**config.mk**
```make
export PLATFORM = sky130hd
export DESIGN_NAME = rob_commit
export DESIGN_NICKNAME = d
export VERILOG_FILES = /design/src/rtl/rob_pkg.sv /design/src/rtl/rob_commit_out_reg.sv /design/src/rtl/rob_commit.sv
export SDC_FILE = /design/constraint.sdc
export NUM_CORES = 1
export LEC_CHECK = 0
export BUFFER_PORTS_ARGS = -buffer_cell sky130_fd_sc_hd__buf_2
export CORE_AREA = 2 2 447 449
export DETAILED_ROUTE_END_ITERATION = 7
export DIE_AREA = 0 0 449 451
export PLACE_DENSITY_LB_ADDON = 0.25
export SLEW_MARGIN = 30
export SYNTH_ARGS = -nofsm -noshare
export SYNTH_HDL_FRONTEND = slang
export SYNTH_SLANG_ARGS = --single-unit
```
**constraint.sdc**
```tcl
create_clock -name clk -period 4.3 [get_ports clk]
set_input_delay 0.215 -clock clk [delete_from_list [all_inputs] [get_ports clk]]
set_output_delay 0.215 -clock clk [all_outputs]
set_load 0.02 [all_outputs]
```
**src/rtl/rob_pkg.sv**
```systemverilog
// rob_pkg: shared constants and types for the reorder-buffer commit slice.
//   - Default depth / head-pointer width / data width.
//   - rob_ptr_t: head-pointer type at the default depth.
//   - out_state_e: encoding of the single-entry output register (EMPTY/FULL).
package rob_pkg;

    localparam int unsigned P_DEPTH_DEFAULT    = 32'd32;
    localparam int unsigned P_PTRWIDTH_DEFAULT = 32'd5;
    localparam int unsigned P_BITWIDTH_DEFAULT = 32'd32;

    typedef logic [P_PTRWIDTH_DEFAULT-1:0] rob_ptr_t;

    typedef enum logic {
        OUT_EMPTY = 1'b0,
        OUT_FULL  = 1'b1
    } out_state_e;

endpackage

```
**src/rtl/rob_commit_out_reg.sv**
```systemverilog
// rob_commit_out_reg: single-entry val/rdy output register of the commit path.
// Ports:
//   clk, rst        clock, asynchronous active-low reset
//   load            capture ld_msg/ld_idx this cycle (only when empty or draining)
//   flush           drop the held entry at the next edge
//   ld_msg, ld_idx  entry data and index to capture
//   deq_rdy         consumer accepts the held entry
//   deq_val         register holds an entry
//   deq_msg, deq_idx held entry data and its ROB index
module rob_commit_out_reg
    import rob_pkg::*;
#(
    parameter int p_bitwidth = P_BITWIDTH_DEFAULT,
    parameter int p_ptrwidth = P_PTRWIDTH_DEFAULT
) (
    input  logic                  clk,
    input  logic                  rst,
    input  logic                  load,
    input  logic                  flush,
    input  logic [p_bitwidth-1:0] ld_msg,
    input  logic [p_ptrwidth-1:0] ld_idx,
    input  logic                  deq_rdy,
    output logic                  deq_val,
    output logic [p_bitwidth-1:0] deq_msg,
    output logic [p_ptrwidth-1:0] deq_idx
);

    out_state_e            state_q, state_d;
    logic [p_bitwidth-1:0] msg_q, msg_d;
    logic [p_ptrwidth-1:0] idx_q, idx_d;

    // State and payload registers.
    always_ff @(posedge clk or negedge rst) begin
        if (!rst) begin
            state_q <= OUT_EMPTY;
            msg_q   <= {p_bitwidth{1'b0}};
            idx_q   <= {p_ptrwidth{1'b0}};
        end else begin
            state_q <= state_d;
            msg_q   <= msg_d;
            idx_q   <= idx_d;
        end
    end

    // Next state: load keeps/makes FULL (back-to-back streaming), flush empties.
    always_comb begin
        state_d = state_q;
        case (state_q)
            OUT_EMPTY: begin
                if (flush) begin
                    state_d = OUT_EMPTY;
                end else if (load) begin
                    state_d = OUT_FULL;
                end else begin
                    state_d = OUT_EMPTY;
                end
            end
            OUT_FULL: begin
                if (flush) begin
                    state_d = OUT_EMPTY;
                end else if (load) begin
                    state_d = OUT_FULL;
                end else if (deq_rdy) begin
                    state_d = OUT_EMPTY;
                end else begin
                    state_d = OUT_FULL;
                end
            end
            default: state_d = OUT_EMPTY;
        endcase
    end

    // Payload only changes on load, so it is stable while stalled.
    always_comb begin
        msg_d = msg_q;
        idx_d = idx_q;
        if (load) begin
            msg_d = ld_msg;
            idx_d = ld_idx;
        end else begin
            msg_d = msg_q;
            idx_d = idx_q;
        end
    end

    // Outputs come straight from the registers.
    always_comb begin
        deq_val = (state_q == OUT_FULL);
        deq_msg = msg_q;
        deq_idx = idx_q;
    end

endmodule

```
**src/rtl/rob_commit.sv**
```systemverilog
// rob_commit: in-order retire end of the reorder buffer.
// Drains the entry at head_ptr into a registered val/rdy output when it is
// occupied, strobes that entry's clr_occ in the same cycle and advances head.
// Ports:
//   clk, rst       clock, asynchronous active-low reset
//   occ            per-entry occupancy bits
//   data_in        flattened entry data, entry i at [i*p_bitwidth +: p_bitwidth]
//   clr_occ        combinational clear strobe (one-hot at head, all-ones on flush)
//   flush          discard all ROB contents
//   deq_val/deq_rdy/deq_msg/deq_idx  commit output handshake
//   head_ptr       current head index
//   commit_count   completed transfers (only with ROB_COMMIT_COUNT_EN defined)
// Build option: define ROB_COMMIT_COUNT_EN to add the commit_count port.
module rob_commit
    import rob_pkg::*;
#(
    parameter int p_depth    = P_DEPTH_DEFAULT,
    parameter int p_ptrwidth = P_PTRWIDTH_DEFAULT,
    parameter int p_bitwidth = P_BITWIDTH_DEFAULT
) (
    input  logic                          clk,
    input  logic                          rst,
    input  logic [p_depth-1:0]            occ,
    input  logic [p_depth*p_bitwidth-1:0] data_in,
    output logic [p_depth-1:0]            clr_occ,
    input  logic                          flush,
    output logic                          deq_val,
    input  logic                          deq_rdy,
    output logic [p_bitwidth-1:0]         deq_msg,
    output logic [p_ptrwidth-1:0]         deq_idx,
    output logic [p_ptrwidth-1:0]         head_ptr
`ifdef ROB_COMMIT_COUNT_EN
    ,
    output logic [31:0]                   commit_count
`endif
);

    logic [p_ptrwidth-1:0] head_q, head_d;
    logic [p_bitwidth-1:0] head_data_s;
    logic                  capture_s;
    logic                  fire_s;

    // Head-entry mux and the capture decision.
    always_comb begin
        head_data_s = {p_bitwidth{1'b0}};
        for (int i = 0; i < p_depth; i++) begin
            if (head_q == i[p_ptrwidth-1:0]) begin
                head_data_s = data_in[i*p_bitwidth +: p_bitwidth];
            end else begin
                head_data_s = head_data_s;
            end
        end
        fire_s    = deq_val && deq_rdy;
        capture_s = occ[head_q] && (!deq_val || deq_rdy) && !flush;
    end

    // Clear strobe: all entries on flush, otherwise only the captured head.
    always_comb begin
        clr_occ = {p_depth{1'b0}};
        if (flush) begin
            clr_occ = {p_depth{1'b1}};
        end else begin
            for (int i = 0; i < p_depth; i++) begin
                clr_occ[i] = capture_s && (head_q == i[p_ptrwidth-1:0]);
            end
        end
    end

    // Head advances on capture and relies on natural wrap (power-of-two depth).
    // It advances even if the writer collided with the clear and occ stays set.
    always_comb begin
        head_d = head_q;
        if (flush) begin
            head_d = {p_ptrwidth{1'b0}};
        end else if (capture_s) begin
            head_d = head_q + {{(p_ptrwidth-1){1'b0}}, 1'b1};
        end else begin
            head_d = head_q;
        end
    end

    // Head pointer register.
    always_ff @(posedge clk or negedge rst) begin
        if (!rst) begin
            head_q <= {p_ptrwidth{1'b0}};
        end else begin
            head_q <= head_d;
        end
    end

    assign head_ptr = head_q;

    rob_commit_out_reg #(
        .p_bitwidth (p_bitwidth),
        .p_ptrwidth (p_ptrwidth)
    ) u_out_reg (
        .clk     (clk),
        .rst     (rst),
        .load    (capture_s),
        .flush   (flush),
        .ld_msg  (head_data_s),
        .ld_idx  (head_q),
        .deq_rdy (deq_rdy),
        .deq_val (deq_val),
        .deq_msg (deq_msg),
        .deq_idx (deq_idx)
    );

`ifdef ROB_COMMIT_COUNT_EN
    logic [31:0] count_q, count_d;

    // Completed-transfer counter; a fire in a flush cycle still counts.
    always_comb begin
        count_d = count_q;
        if (fire_s) begin
            count_d = count_q + 32'd1;
        end else begin
            count_d = count_q;
        end
    end

    // Counter register; not affected by flush.
    always_ff @(posedge clk or negedge rst) begin
        if (!rst) begin
            count_q <= 32'd0;
        end else begin
            count_q <= count_d;
        end
    end

    assign commit_count = count_q;
`else
    logic unused_fire_s;
    assign unused_fire_s = fire_s;
`endif

endmodule

```
==> results of run 1 <==
[through the flow]
stage / setup slack [ns] / std cells
after floorplan: 1.12 / 1617
after global placement: -0.676 / 5399
after detailed placement: 0.293 / 5404
after CTS: 0.202 / 5413
after global routing: 0.124 / 5451
final: 0.257 / 5479
[layout make-up]
cell class                      instances  area share
Multi-Input combinational cell       1353       0.431
Timing Repair Buffer                 1331       0.344
Tap cell                             2656       0.155
Sequential cell                        43      0.0506
Antenna cell                           66     0.00770
Clock buffer                            6     0.00648
Inverter                               22     0.00385
Clock inverter                          2    0.000642
[placed cells by master (no fill, tap or decap), types with 31 or more instances in the layout]
| cell type | count |
|---|---|
| buf_2 | 1136 |
| buf_4 | 174 |
| nor2_1 | 138 |
| nand2_1 | 121 |
| nand3_1 | 117 |
| o21ai_0 | 112 |
| o22ai_1 | 108 |
| a221o_1 | 106 |
| a21oi_1 | 96 |
| a221oi_1 | 81 |
| diode_2 | 66 |
| dfrtp_1 | 40 |
| or4_1 | 38 |
| o221ai_1 | 31 |
[cells in the mapped netlist (14+ instances only)]
cell type | instances | area share
a221oi_1 | 83 | 0.066
o221ai_1 | 32 | 0.026
o211ai_1 | 29 | 0.020
or4_1 | 39 | 0.027
dfrtp_1 | 43 | 0.098
o22ai_1 | 108 | 0.062
nand2_1 | 125 | 0.043
nand3_1 | 119 | 0.054
a221o_1 | 106 | 0.097
nor3b_1 | 15 | 0.010
a32oi_1 | 25 | 0.020
nor2_1 | 141 | 0.048
nor2b_1 | 22 | 0.013
a211oi_1 | 24 | 0.016
o31ai_1 | 19 | 0.013
a31oi_1 | 16 | 0.0091
buf_2 | 66 | 0.030
clkbuf_1 | 105 | 0.036
nand3b_1 | 14 | 0.0096
a21oi_1 | 97 | 0.044
nor3_1 | 30 | 0.014
o21ai_0 | 113 | 0.052
inv_1 | 22 | 0.0075
[worst paths after layout]
path	to	slack (ns)	cells after the start
max in group asynchronous	head_ptr[3]$_DFFE_PN0P_	3.29	2
hold reg to reg	u_out_reg.deq_msg[9]$_DFFE_PN0P_	0.49	2
hold / removal	u_out_reg.deq_msg[1]$_DFFE_PN0P_	0.11	3
setup reg to reg	u_out_reg.deq_msg[28]$_DFFE_PN0P_	0.26	12
min in group asynchronous	u_out_reg.deq_msg[5]$_DFFE_PN0P_	0.44	2
setup / recovery	u_out_reg.deq_msg[28]$_DFFE_PN0P_	0.26	12
[where the power goes]
group / total (mW) / leakage (nW) / internal [mW] / switching [mW]
clock: 0.529 / 0.0777 / 0.237 / 0.292
sequential: 0.786 / 0.541 / 0.577 / 0.209
combinational: 7.21 / 8.60 / 2.25 / 4.96
total: 8.52 / 9.22 / 3.07 / 5.46
[sequential cells by signal (all words and copies together), names as in the netlist]
name / flops
head_ptr: 5
u_out_reg.deq_idx: 5
u_out_reg.deq_msg: 32
u_out_reg.deq_val: 1
[metal layers]
metal  global-route usage  part of all wire  routed length, um
met5                    0            0.0021                431
met4               0.0445             0.025               5160
met2                0.357              0.51             107000
met1                0.230              0.40              82900
met3               0.0419             0.061              12800
[worst max-delay path, delay by kind of cell (launching register included)]
family	cells	cell delay, ns
and+or+nand+nor	3	1.28
adders and majority gates	1	0.21
AOI/OAI and AO/OA	4	0.97
buffers and inverters	4	0.95
DFF	1	0.50
[timing repair]
action,in CTS,in global routing
resized for setup,0,0
hold buffers,1,0
hold endpoints to repair,43,0
[logic make-up (layout without fill, tap and decap cells)]
logic type | after synthesis | in the layout | synth area share
compound gates | 737 | 737 | 0.494
other cells | 0 | 66 | 0
simple gates | 597 | 597 | 0.291
flops | 43 | 43 | 0.0982
mux | 11 | 11 | 0.0195
fa+ha+maj | 6 | 6 | 0.00685
xor+xnor | 2 | 2 | 0.00160
buf+inv | 221 | 1361 | 0.0895
==> summary.md, run 1 <==
| Metric | Value |
|---|---|
| Outcome | `completed` |
| Clock Path Buffers | `2` |
| Setup Buffers After CTS | `0` |
| Core Rows | `164` |
| HP Class | `primary input to flop` |
| WP data required | `4.57 ns` |
| Net count, final | `3822` |
| Period minus WS final | `4.04 ns` |
| Worst Path Arrival | `4.31 ns` |
| Distinct cells, synth | `92` |
| First-pass GRT wire length | `251000 um` |
| Setup crit start | `head_ptr[0]$_DFFE_PN0P_` |
| Vias in the first global route | `20621` |
| DR iter-0 viols | `about 2000` |
| Synthesized cell area | `11000 sq um` |
| Die ar. | `202000 sq um` |
| Total vias in the final route | `21180` |
| Max-cap violations | `0` |
| Tcrit/Tclk final | `0.940` |
| Share of cells above drive strength 1 | `0.517` |
| Final setup vio count | `0` |
| RSZ-0062 raised after global routing | `no` |
| Least-Margin Pin Slew | `about 1.1 ns` |
| Initial antenna violation count | `178` |
| Worst-path cell chain | `inv_1 > ha_2 > buf_4 > or3b_4 > nor3_4 > buf_4 > a221oi_1 > o21ai_1 > a221oi_4 > buf_6 > or4_1 > a31oi_1` |
| Port buffer count | `roughly 1100` |
| Crit-path max cell delay | `0.75 ns` |
| Chip height | `451 um` |
| Critical path's slowest cell | `or4_1` |
| Final Max Tran Viols | `0` |
| Power consumption | `between 8 and 9 mW` |
| Residual DRC | `0` |
| Global Route Usage Sum | `0.195` |
| Post-DP HPWL | `185000 um` |
| Largest net degree at the start of global routing | `44` |
| Drt wl/cell | `38.0 um` |
| H-tree levels | `2` |
| Initial Util | `0.0553` |
| Worst-path fanout max | `15` |
| FF+latch count, synth | `between 40 and 50` |
| Drt pass-1 iters | `5` |
| WS Path Type | `flop to flop` |
| Clock root buffer | `clkbuf_16` |
| Min-delay src | `data_in[993]` |
| CTS Buf Count | `5` |
| GRT overflow | `0` |
| Register area share after synthesis | `0.0982` |
| Power Dens Cells | `398 nW/um^2` |
| Register clock-pin slew on the reported worst setup and hold paths | `0.11 ns` |
| Final TNS setup | `0 ns` |
| Final WL | `208000 um` |
| FMAX | `roughly 0.25 GHz` |
| Post-synthesis net count | `2683` |
| Cell mode on critical path | `buf_4` |
| Syn Area/Cell | `6.78 sq um` |
| Clock Skews | `0.0189 ns` |
| Multi-input logic area | `slightly above 9000 sq um` |
| Clock Latency Late Sink | `between 0.3 and 0.4 ns` |
| Yosys Warn Count | `0` |
| Min Hold Slack | `~0.11 ns` |
| Util after Layout | `0.108` |
| Top FF cell, synth | `dfrtp_1` |
| Clock sinks | `43` |
| Area growth syn-to-layout | `95.6%` |
| Post-route ant nets | `0` |
| Vias/cell | `3.87` |
| Die Wd | `449 um` |
| Crit path launch type | `flop` |
| RePlAce Congestion | `0.966` |
| CTS tree | `done` |
| Slew HR | `0.259` |
| Fill cells | `23576` |
| Syn Inst Count | `1617` |
| Final instance area | `21400 sq um` |
| Hold Vio Cnt, Final | `0` |
| Leak pwr | `9.22 nW` |
| Post-synth ARST share | `1.00` |
| IO Count | `approximately 1100` |
| Maximum VDD drop | `around 0.25 mV` |
| Post-synth EDFFs | `0` |
| Core area | `198000 sq um` |
| Placed instance area | `roughly 21000 sq um` |
| R2R Path Start | `head_ptr[0]$_DFFE_PN0P_` |
| Critical Path Sink Type | `flop` |
| Reg area | `about 1100 sq um` |
Power figures use the tool's default switching activity.
==> inputs of run 2 (changes only) <==
--- a/config.mk
+++ b/config.mk
@@ -5,11 +5,14 @@
 export SDC_FILE = /design/constraint.sdc
 export NUM_CORES = 1
 export LEC_CHECK = 0
+export ABC_AREA = 1
 export BUFFER_PORTS_ARGS = -buffer_cell sky130_fd_sc_hd__buf_2
 export CORE_AREA = 2 2 447 449
 export DETAILED_ROUTE_END_ITERATION = 7
 export DIE_AREA = 0 0 449 451
+export GPL_TIMING_DRIVEN = 0
 export PLACE_DENSITY_LB_ADDON = 0.25
+export RECOVER_POWER = 25
 export SLEW_MARGIN = 30
 export SYNTH_ARGS = -nofsm -noshare
 export SYNTH_HDL_FRONTEND = slang
==> summary.md, run 2 <==
| Metric | Value |
|---|---|
| Psw | `10.3 mW` |
| Final setup vio count | `32` |
| Synth Area in Compound Gates | `0.0946` |
| Post-DP HPWL | `~180000 um` |
| Chip height | `roughly 450 um` |
| Top post-synthesis cells by area | `nand2_1, nand3_1, or2_2, dfrtp_1, inv_1` |
| Core area | `between 150000 and 200000 sq um` |
| Comb power frac | `0.930` |
| Top FF cell, synth | `dfrtp_1` |
| Top cells by count, synth | `nand2_1, nand3_1, or2_2` |
| Largest register FFs | `32` |
| Most common cell after layout, fill and taps aside | `buf_2` |
| Final WL | `198000 um` |
| Syn Inst Count | `2820` |
| Core Rows | `164` |
| Critical Path Sink Type | `flop` |
| Area growth syn-to-layout | `99.1%` |
| Final instance area | `approximately 27000 sq um` |
| Placed cells | `6616` |
| Min Hold Slack | `0.178 ns` |
| Distinct cells, synth | `31` |
| Share of the synthesized area in the top cell type | `0.283` |
| Largest net degree at the start of global routing | `44` |
| Port buffer count | `1134` |
| Residual DRC | `0` |
| FMAX | `0.195 GHz` |
| WP data required | `roughly 4.5 ns` |
| CTS Buf Count | `5` |
| Leak pwr | `13.6 nW` |
| Placed instance area | `22800 sq um` |
| GRT overflow | `0` |
| Post-synth ARST share | `1.00` |
| Maximum VDD drop | `about 0.21 mV` |
| Seq pwr share | `0.042` |
| Least-Margin Pin Slew | `~3.0 ns` |
| Vias in the first global route | `24992` |
| Drt wl/cell | `29.5 um` |
| Final worst slack | `-0.834 ns` |
| FF+latch count, synth | `43` |
| Mux cell area share after synthesis | `0` |
| Crit path launch type | `flop` |
| Vias/cell | `3.75` |
| Post-route ant nets | `0` |
| RSZ-0062 raised after global routing | `yes` |
| Total vias in the final route | `25166` |
| HP Class | `primary input to flop` |
| Sw Share | `0.659` |
| IO Count | `1135` |
| Reg area | `roughly 1100 sq um` |
| Clk pwr share | `0.027` |
| Internal power | `5.31 mW` |
| Power Dens Cells | `571 nW/um^2` |
| Clock root buffer | `clkbuf_16` |
| Worst-path fanout max | `6` |
| CTS tree | `done` |
| DR iter-0 viols | `2015` |
| Multi-input logic area | `14200 sq um` |
| Synthesized-area fraction occupied by adder cells | `0.00549` |
| Cell mode on critical path | `nand2_1` |
| Max-cap violations | `1` |
| Post-synthesis net count | `3886` |
| Tcrit/Tclk final | `1.19` |
| Share of cells above drive strength 1 | `0.527` |
| Most common cell in the netlist | `nand2_1` |
| Synthesized cell area | `13700 sq um` |
| Largest family of logic cells by synthesized area | `simple AND/OR/NAND/NOR gates` |
| H-tree levels | `2` |
| Die ar. | `202000 sq um` |
| Syn Area/Cell | `around 4.9 sq um` |
| Drt pass-1 iters | `6` |
| Yosys Warn Count | `0` |
| RePlAce Congestion | `about 1` |
| Initial Util | `0.0690` |
| Post-synth EDFFs | `0` |
| Global Route Usage Sum | `0.186` |
| Fill cells | `23732` |
| Xor/xnor share of the synthesized area | `0` |
| Net count, final | `5089` |
| Crit-path max cell delay | `between 0.4 and 0.5 ns` |
| Synth Area in Simple Gates | `0.697` |
| CP Buf/Inv Count | `5` |
| Period minus WS final | `5.13 ns` |
| Die Wd | `449 um` |
| Post-synth top area cell | `nand2_1` |
| Most frequent cells in the layout | `buf_2, nand2_1, nand3_1` |
| Final Max Tran Viols | `44` |
| Clock Path Buffers | `2` |
| Layout Cells excl Fill | `6715` |
| Clock Latency Late Sink | `0.32 ns` |
| Critical path's slowest cell | `dfrtp_2` |
| Register area share after synthesis | `0.0786` |
| Worst Path Arrival | `5.34 ns` |
| Clock sinks | `43` |
| Top Family by Delay on Critical Path | `simple AND/OR/NAND/NOR gates` |
| WS Path Type | `flop to flop` |
| Initial antenna violation count | `75` |
| First-pass GRT wire length | `249000 um` |
| Failing checks | `max-capacitance violations, max-slew violations, negative setup slack` |
| Slew HR | `-1.03` |
| Clock Skews | `0.0139 ns` |
| Hold Vio Cnt, Final | `0` |
| Register clock-pin slew on the reported worst setup and hold paths | `0.07 ns` |
| Outcome | `complete, but fails checks` |
| Final TNS setup | `-19.39 ns` |
-- run 2: worst reg2reg max path, delay by kind of cell, from the launching register on --
kind / cells / cell delay (ns)
buf+inv: 5 / 0.62
flops: 1 / 0.46
simple gates: 35 / 3.56
compound gates: 1 / 0.17
fa+ha+maj: 1 / 0.20
-- run 2: power groups by stage --
stage | clock [mW] | combinational [mW] | sequential (mW)
after floorplan | 0 | 4.29 | 0.833
after global placement | 0 | 11.5 | 0.660
after detailed placement | 0 | 11.6 | 0.663
after CTS | 0.433 | 13.7 | 0.657
after global routing | 0.448 | 15.4 | 0.677
final | 0.422 | 14.5 | 0.661
-- run 2: final timing paths --
check                                                   from                                end  slack, ns  cells past startpoint
setup reg to reg                     head_ptr[1]$_DFFE_PN0P_   u_out_reg.deq_msg[9]$_DFFE_PN0P_      -0.83                     42
min in group asynchronous                                rst  u_out_reg.deq_msg[26]$_DFFE_PN0P_       1.43                      2
max in group asynchronous                                rst            head_ptr[1]$_DFFE_PN0P_       0.93                      2
hold reg to reg            u_out_reg.deq_msg[11]$_DFFE_PN0P_  u_out_reg.deq_msg[11]$_DFFE_PN0P_       0.47                      2
setup / recovery                     head_ptr[1]$_DFFE_PN0P_   u_out_reg.deq_msg[9]$_DFFE_PN0P_      -0.83                     42
hold / removal                                         flush        u_out_reg.deq_val$_DFF_PN0_       0.18                      2
-- run 2: area by class of cell --
type / instances / share of cell area
multi-input combinational: 2355 / 0.521
timing repair buffer: 1199 / 0.234
clock inverter: 1 / 0.000184
buffer: 208 / 0.0450
clock buffer: 6 / 0.00510
inverter: 211 / 0.0301
sequential: 43 / 0.0397
tap: 2656 / 0.122
antenna: 36 / 0.00331
-- run 2: kinds of logic after synthesis --
kind of cell / after synthesis
AOI/OAI and AO/OA: 247
adders and majority gates: 6
and+or+nand+nor: 2102
DFF: 43
buffers and inverters: 422
-- run 2: layer usage --
| metal | up-vias | wire, um | global-route usage |
|---|---|---|---|
| met3 | 204 | 10200 | 0.0239 |
| met2 | 1180 | 100000 | 0.336 |
| li1 | 11514 | - | - |
| met1 | 12238 | 80400 | 0.226 |
| met4 | 30 | 7240 | 0.0578 |
| met5 | - | 171 | 0 |
-- run 2: what timing repair did --
action	CTS	global route
endpoints found under the setup margin	70	41
pin swaps	123	213
cloned	5	0
gates resized for setup	521	325
hold buffers	1	0
hold endpoints to repair	43	0
setup buffers	37	16
-- run 2: stage by stage --
step | util | setup WS, ns | total power, mW
after floorplan | - | 0.434 | 5.13
after global placement | 0.114 | -4.00 | 12.2
after detailed placement | 0.115 | -3.80 | 12.2
after CTS | 0.130 | -1.14 | 14.8
after global routing | 0.137 | -1.05 | 16.6
final | 0.137 | -0.834 | 15.6
==> inputs of run 3 (changes only) <==
==> constraint.sdc (replaced) <==
create_clock -name clk -period 4.8 [get_ports clk]
set_input_delay 0.24 -clock clk [delete_from_list [all_inputs] [get_ports clk]]
set_output_delay 0.24 -clock clk [all_outputs]
set_load 0.02 [all_outputs]
==> summary.md, run 3 (synthesized netlist as in run 2, its figures left out) <==
| Metric | Value |
|---|---|
| IO Count | `1135` |
| GRT overflow | `0` |
| Initial Util | `0.0690` |
| Residual DRC | `0` |
| Clock Latency Late Sink | `0.32 ns` |
| Clock root buffer | `clkbuf_16` |
| Critical path's slowest cell | `dfrtp_2` |
| Top Family by Delay on Critical Path | `simple AND/OR/NAND/NOR gates` |
| Area growth syn-to-layout | `102%` |
| Core Rows | `164` |
| CP Buf/Inv Count | `5` |
| Layout Cells excl Fill | `6728` |
| Period minus WS final | `5.08 ns` |
| Total vias in the final route | `25302` |
| Leak pwr | `13.8 nW` |
| Slew HR | `-1.08` |
| Drt wl/cell | `~30 um` |
| Final setup vio count | `22` |
| Worst-path fanout max | `7` |
| Largest register FFs | `32` |
| Port buffer count | `1134` |
| Share of cells above drive strength 1 | `0.540` |
| Power Dens Cells | `516 nW/um^2` |
| CTS Buf Count | `5` |
| Crit path launch type | `flop` |
| Largest net degree at the start of global routing | `44` |
| Cells on Worst Hold Path | `4` |
| WP data required | `around 5 ns` |
| Maximum VDD drop | `around 0.19 mV` |
| Placed cells | `6616` |
| Initial antenna violation count | `77` |
| Max-cap violations | `1` |
| Most frequent cells in the layout | `buf_2, nand2_1, or2_2` |
| Net count, final | `~5000` |
| FMAX | `0.197 GHz` |
| Chip height | `451 um` |
| Least-Margin Pin Slew | `3.12 ns` |
| Die ar. | `202000 sq um` |
| Final Max Tran Viols | `44` |
| Drt pass-1 iters | `5` |
| CTS tree | `done` |
| Core area | `198000 sq um` |
| Tcrit/Tclk final | `1.06` |
| Failing checks | `max-capacitance violations, max-slew violations, negative setup slack` |
| FF-to-FF path depth | `39` |
| Setup Slack @ Placement | `-3.30 ns` |
| RePlAce Congestion | `0.994` |
| RSZ-0062 raised after global routing | `yes` |
| Most common cell after layout, fill and taps aside | `buf_2` |
| Post-DP HPWL | `177000 um` |
| Vias in the first global route | `24973` |
| WP depth | `39` |
| Crit-path max cell delay | `0.49 ns` |
| Die Wd | `approximately 450 um` |
| Hold Vio Cnt, Final | `0` |
| First-pass GRT wire length | `~250000 um` |
| Clock sinks | `43` |
| Register clock-pin slew on the reported worst setup and hold paths | `around 0.070 ns` |
| Critical Path Sink Type | `flop` |
| HP Class | `primary input to flop` |
| Outcome | `complete, but fails checks` |
| Clock Path Buffers | `2` |
| WS Path Type | `flop to flop` |
| Clock Skews | `about 0.013 ns` |
| H-tree levels | `2` |
| Worst Path Arrival | `~5.3 ns` |
| Vias/cell | `between 3 and 4` |
| DR iter-0 viols | `2128` |
| Final WL | `199000 um` |
| Global Route Usage Sum | `0.186` |
| Post-route ant nets | `0` |
| Final worst slack | `-0.282 ns` |
[run 3: path summary, 6_finish.rpt]
kind / startpoint / end / slack, ns
setup / recovery: head_ptr[0]$_DFFE_PN0P_ / u_out_reg.deq_msg[26]$_DFFE_PN0P_ / -0.28
hold / removal: deq_rdy / u_out_reg.deq_val$_DFF_PN0_ / 0.20
setup reg to reg: head_ptr[0]$_DFFE_PN0P_ / u_out_reg.deq_msg[26]$_DFFE_PN0P_ / -0.28
hold reg to reg: u_out_reg.deq_msg[11]$_DFFE_PN0P_ / u_out_reg.deq_msg[11]$_DFFE_PN0P_ / 0.48
max in group asynchronous: rst / head_ptr[1]$_DFFE_PN0P_ / 1.30
min in group asynchronous: rst / u_out_reg.deq_msg[22]$_DFFE_PN0P_ / 1.48
[run 3: worst min-delay path, stage by stage]
cell	delay, ns
buf_2	0.08
inv_1	0.05
nand2_1	0.05
a21oi_1	0.06
[run 3: final cells by class]
cell class                 instances  area (sq um)
inverter                         211           833
tap                             2656          3320
timing repair buffer            1205          6460
antenna                           44           110
clock buffer                       6           139
multi-input combinational       2355         14500
sequential                        43          1080
buffer                           207          1200
fill                           23724        171000
clock inverter                     1          5.00
[run 3: what timing repair did]
item | 4_1_cts | 5_1_grt
setup endpoints to repair | 67 | 33
resized for setup | 506 | 423
buffers inserted | 36 | 21
pin swaps | 119 | 264
hold buffers | 1 | 0
gates cloned | 5 | 2
endpoints found under the hold margin | 24 | 0
[run 3: per-stage QoR]
step	TNS, ns	hold slack [ns]	cell area, sq um	power [mW]	util
3_5_place_dp	-81.73	0.326	22800	11.0	0.115
6_report	-2.82	0.199	27600	14.2	0.139
3_3_place_gp	-100.59	0.462	22700	10.9	0.114
5_1_grt	-9.08	0.206	27600	15.1	0.139
2_1_floorplan	0	-0.0556	13700	4.59	-
4_1_cts	-13.62	0.190	25700	13.2	0.130
[run 3: metal layers]
metal,GRT usage,part of all wire
met5,0,0.00078
met4,0.0563,0.039
met3,0.0237,0.050
met2,0.337,0.50
met1,0.226,0.41
[run 3: where the power goes]
part | total [mW] | switching, mW | internal, mW
clock | 0.376 | 0.171 | 0.204
combinational | 13.3 | 9.12 | 4.15
sequential | 0.592 | 0.0877 | 0.504
